--- src/rtl/xor_event_logger.sv ---
// Counts rising edges of the A/B XOR bits over windows of WIN enabled cycles and queues {A_cnt, B_cnt} records in a FWFT FIFO.
// Build option: define XOR_EVENT_LOGGER_SAT_EN to make the edge counters saturate instead of wrapping.
module xor_event_logger #(
  parameter int CNT_W = 8,
  parameter int WIN   = 16,
  parameter int DEPTH = 4
) (
  input  logic                     Clock,
  input  logic                     Reset,
  input  logic                     A_xor_in,
  input  logic                     B_xor_in,
  input  logic                     Enable_in,
  input  logic                     Rec_ready_in,
  output logic                     Rec_valid_out,
  output logic [2*CNT_W-1:0]       Rec_data_out,
  output logic [$clog2(DEPTH):0]   Level_out,
  output logic                     Overflow_out
);

  localparam int PTR_W = $clog2(DEPTH);
  localparam int LVL_W = PTR_W + 1;
  localparam int WIN_W = $clog2(WIN);

  function automatic logic [CNT_W-1:0] cnt_step(input logic [CNT_W-1:0] cnt, input logic rise);
`ifdef XOR_EVENT_LOGGER_SAT_EN
    cnt_step = (rise && (cnt != {CNT_W{1'b1}})) ? cnt + 1'b1 : cnt;
`else
    cnt_step = rise ? cnt + 1'b1 : cnt;
`endif
  endfunction

  logic               a_q, b_q;
  logic [CNT_W-1:0]   a_cnt, b_cnt;
  logic [WIN_W-1:0]   win_cnt;
  logic [2*CNT_W-1:0] mem [DEPTH];
  logic [PTR_W-1:0]   rd_ptr, wr_ptr;
  logic [LVL_W-1:0]   level;
  logic               overflow;

  logic               rise_a, rise_b, win_end, pop, push_ok;
  logic [CNT_W-1:0]   a_next, b_next;
  logic [2*CNT_W-1:0] rec;

  // Edge detect, count update and push/pop decisions for this cycle
  always_comb begin
    rise_a  = A_xor_in & ~a_q;
    rise_b  = B_xor_in & ~b_q;
    a_next  = cnt_step(a_cnt, rise_a);
    b_next  = cnt_step(b_cnt, rise_b);
    rec     = {a_next, b_next};
    win_end = Enable_in && (win_cnt == WIN_W'(WIN - 1));
    pop     = (level != '0) && Rec_ready_in;
    push_ok = win_end && ((level < LVL_W'(DEPTH)) || pop);
  end

  always_ff @(posedge Clock) begin
    if (Reset) begin
      a_q      <= 1'b0;
      b_q      <= 1'b0;
      a_cnt    <= '0;
      b_cnt    <= '0;
      win_cnt  <= '0;
      rd_ptr   <= '0;
      wr_ptr   <= '0;
      level    <= '0;
      overflow <= 1'b0;
    end else begin
      a_q <= A_xor_in;
      b_q <= B_xor_in;
      if (Enable_in) begin
        if (win_end) begin
          a_cnt   <= '0;
          b_cnt   <= '0;
          win_cnt <= '0;
        end else begin
          a_cnt   <= a_next;
          b_cnt   <= b_next;
          win_cnt <= win_cnt + 1'b1;
        end
      end
      if (pop) rd_ptr <= rd_ptr + 1'b1;
      if (push_ok) wr_ptr <= wr_ptr + 1'b1;
      case ({push_ok, pop})
        2'b10:   level <= level + 1'b1;
        2'b01:   level <= level - 1'b1;
        default: level <= level;
      endcase
      if (win_end && !push_ok) overflow <= 1'b1;
    end
  end

  // Storage needs no reset: the pointers and level define which slots are live.
  // When full with a simultaneous pop, wr_ptr equals rd_ptr and the popped slot is reused.
  always_ff @(posedge Clock) begin
    if (push_ok) mem[wr_ptr] <= rec;
  end

  assign Rec_valid_out = (level != '0);
  assign Rec_data_out  = Rec_valid_out ? mem[rd_ptr] : '0;
  assign Level_out     = level;
  assign Overflow_out  = overflow;

endmodule

--- config.mk ---
export PLATFORM = sky130hd
export DESIGN_NAME = xor_event_logger
export DESIGN_NICKNAME = d
export VERILOG_FILES = /design/src/rtl/xor_event_logger.sv
export SDC_FILE = /design/constraint.sdc
export NUM_CORES = 1
export LEC_CHECK = 0
export BUFFER_PORTS_ARGS = -buffer_cell sky130_fd_sc_hd__buf_2
export CAP_MARGIN = 20
export CORE_UTILIZATION = 60
export CTS_BUF_LIST = sky130_fd_sc_hd__clkbuf_16
export DETAILED_ROUTE_END_ITERATION = 12
export GPL_ROUTABILITY_DRIVEN = 0
export PLACE_DENSITY = 0.77
export SYNTH_ARGS = -nofsm -noshare
export SYNTH_HDL_FRONTEND = slang
export SYNTH_SLANG_ARGS = --single-unit
export TNS_END_PERCENT = 1
--- constraint.sdc ---
create_clock -name Clock -period 2.5 [get_ports Clock]
set_input_delay 0.5 -clock Clock [delete_from_list [all_inputs] [get_ports Clock]]
set_output_delay 0.5 -clock Clock [all_outputs]
set_load 0.05 [all_outputs]
==> run_results.csv <==
group,metric,value,unit
yosys,synthArstFlopShare,0,
detailed_routing,wire_per_inst,16.9,µm
layout,drive_gt1_frac,0.222,
timing,setup_viol,0,
pwr,power.leakage,1.69,nW
global_route,grtUsageTotal,0.215,
place,detailed_place_hpwl,4510,µm
pwr,p_sw_frac,0.197,
floorplan,core,6490,µm²
yosys,syn_inst,298,
global_route,antenna_found_initial,0,
cts,cts_root_buf,"clkbuf_16",
setup_path,slowest_stage,"mux4_2",
worst_hold_path,hold_depth,2,
layout,final_cell_area,4690,µm²
setup_path,worstSetupPathType,"register to output port",
global_route,grt_overflow,0,
pwr,max-vdd-ir-drop,0.419,mV
layout,area_delta_synth_final,13.3,%
place,dp.cells,399,
detailed_routing,drc_errors,0,
setup_path,crit_required,2.00,ns
cts,cts_buffers,9,
setup_path,cpPeakStageDelay,0.52,ns
cts,insertion_delay,0.34,ns
layout,final_nets,348,
yosys,syn_area,4140,µm²
place,portBuffers,26,
job,max-cap-violations,0,
global_route,first_global_vias,2361,
yosys,ys_seq_area_frac,0.619,
timing,worstMarginPinSlew,0.572,ns
cts,post-cts-setup-buffers,0,
setup_path,start_kind,"register",
setup_path,crit_arrival,1.79,ns
cts,cts_resized,0,
timing,setup_tns,0,ns
setup_path,path_cells,"buf_12 -> mux4_2 -> and2_1 -> buf_2",
cts,clk_pin_slew,0.07,ns
pwr,power_frac_seq,0.548,
floorplan,start_util,0.637,
pwr,pwr-share-comb,0.020,
pwr,total_power,3.09,mW
yosys,ys_warn_count,0,
yosys,ys.flop_type,"edfxtp_1",
global_route,grt_max_degree,31,
timing,fin_crit,2.29,ns
detailed_routing,drt_iter0_drc,167,
yosys,synth-edff-count,64,
detailed_routing,num_vias,2426,
yosys,synthesis.nets,313,
pwr,power_switching,610,µW
floorplan,row_count,29,
floorplan,die_area,7230,µm²
pwr,powerDensity,660,nW/µm²
cts,cts_max_level,3,
setup_path,rr_worst_depth,10,
detailed_routing,drt-total-wl,7000,µm
cts,clockBufferDepth,2,
cts,cts.sinks,96,
floorplan,die_h,85.0,µm
detailed_routing,firstDrtPassIters,4,
pwr,p_int,2.48,mW
detailed_routing,avgViaCountPerCell,5.85,
timing,drv_slew,0,
cts,ctsHoldBuffers,0,
worst_hold_path,min_path_type,"input port to register",
timing,skew,0.00768,ns
yosys,ys_ff_latch,96,
setup_path,crit_path_end_kind,"output port",
timing,hold_viol_final,0,
pwr,clockPowerShare,0.432,
layout,antenna_cells,0,
run_status,status,"completed",
yosys,ys_types,42,
yosys,syn_avg_cell_area,13.9,µm²
global_route,grt_pass1_wl,11500,µm
detailed_routing,detail-route-antenna-nets,0,
timing,layout_worst_path_cycle_share,0.915,
timing,grt_setup_unrepaired,"no",
place,place_area,4390,µm²
cts,cts_tree,"yes",
setup_path,cp_max_fo,16,
floorplan,io_pins,27,
floorplan,die_w,85.0,µm
layout,layoutNonFillerInstCount,415,
timing,max_freq,0.437,GHz
timing,slew_headroom,0.617,
worst paths after layout:
check                            startpoint                         to  slack (ns)
setup / recovery                   register           Rec_data_out[10]        0.21
hold / removal                     A_xor_in             a_q$_SDFF_PP0_        0.43
setup reg to reg    win_cnt[0]$_SDFFE_PP0P_  Level_out[2]$_SDFFE_PP0P_        0.38
hold reg to reg   Overflow_out$_SDFFE_PP0P_  Overflow_out$_SDFFE_PP0P_        0.49
synth_stat cells (all sizes together) (3+ instances only):
| master | instances | share of area |
|---|---|---|
| buf | 6 | 0.011 |
| dfxtp | 32 | 0.15 |
| clkbuf | 5 | 0.0045 |
| and2 | 21 | 0.032 |
| nor3 | 7 | 0.011 |
| a21oi | 15 | 0.018 |
| inv | 8 | 0.0073 |
| edfxtp | 64 | 0.46 |
| xnor2 | 5 | 0.011 |
| or3 | 4 | 0.0060 |
| nor2 | 19 | 0.017 |
| nand3 | 3 | 0.0036 |
| or2 | 3 | 0.0051 |
| nand3b | 6 | 0.013 |
| a41oi | 3 | 0.0064 |
| o21ai | 12 | 0.015 |
| a31oi | 4 | 0.0060 |
| nor2b | 7 | 0.011 |
| nand2 | 11 | 0.010 |
| mux4 | 16 | 0.087 |
| nand4 | 3 | 0.0045 |
| xor2 | 15 | 0.032 |
| ha | 8 | 0.024 |
| and3 | 6 | 0.011 |
worst max-delay path: cells and delay by family (launching register included):
| family | cells | cell delay, ns |
|---|---|---|
| buffers and inverters | 2 | 0.39 |
| multiplexers | 1 | 0.52 |
| flip-flops | 1 | 0.35 |
| AND/OR/NAND/NOR | 1 | 0.17 |
stage by stage:
| stage | hold WS, ns | util | setup WS [ns] |
|---|---|---|---|
| final | 0.434 | 0.721 | 0.214 |
| after global routing | 0.453 | 0.721 | 0.147 |
| after CTS | 0.431 | 0.721 | 0.181 |
| after detailed placement | 0.459 | 0.676 | 0.296 |
| after global placement | 0.457 | 0.676 | 0.333 |
| after floorplan | 0.450 | - | 0.0631 |
routing by layer:
layer	vias up	routed length, µm	global-route usage
li1	1177	-	-
met1	1186	3160	0.274
met2	56	3450	0.356
met3	7	304	0.0447
met4	0	93	0.0971
met5	-	0	0
kinds of logic (layout without fill, tap and decap cells):
| family | count (synthesis) | after routing | share of synthesized area |
|---|---|---|---|
| compound gates | 41 | 41 | 0.0599 |
| xor+xnor | 20 | 20 | 0.0423 |
| simple gates | 94 | 94 | 0.131 |
| fa+ha+maj | 9 | 9 | 0.0290 |
| mux | 19 | 19 | 0.0950 |
| flops | 96 | 96 | 0.619 |
| buf+inv | 19 | 59 | 0.0233 |
placed cells by master, fill, tap and decap left out, types with 3 or more instances in the layout:
cell and n:
a21oi_1 15, a41oi_1 3, nand3_1 3, clkbuf_16 9, and2_1 21, nor3_1 6, and3_1 4, nand2_1 11
a31oi_1 4, xor2_1 15, nand4_1 3, nor2b_1 7, o21ai_0 12, mux4_2 16, buf_4 7, xnor2_1 5
buf_2 26, nand3b_1 4, inv_1 9, edfxtp_1 64, or3_1 4, ha_1 8, dfxtp_1 32, nor2_1 19
cell type report:
cell class,count,area [µm²]
clock buffers,9,225
clock inverters,7,71.3
fillers,436,1810
inverters,8,30.0
multi-input cells,183,1480
flip-flops and latches,96,2560
well taps,77,96.3
repair buffers,35,223
power groups by stage:
| stage | logic, mW | registers [mW] | clock network, mW |
|---|---|---|---|
| floorplan | 0.0467 | 1.73 | 0 |
| global placement | 0.0610 | 1.73 | 0 |
| detailed placement | 0.0626 | 1.73 | 0 |
| CTS | 0.0630 | 1.69 | 1.36 |
| global route | 0.0696 | 1.69 | 1.41 |
| finish | 0.0630 | 1.69 | 1.34 |
state kept, by name, indices dropped and copies added, names as in the netlist, named ones only:
register	count
rd_ptr	2
b_cnt	8
a_q	1
mem	64
Level_out	3
win_cnt	4
b_q	1
a_cnt	8
wr_ptr	2
Overflow_out	1
Note: power is estimated with default switching activity, not from simulation.
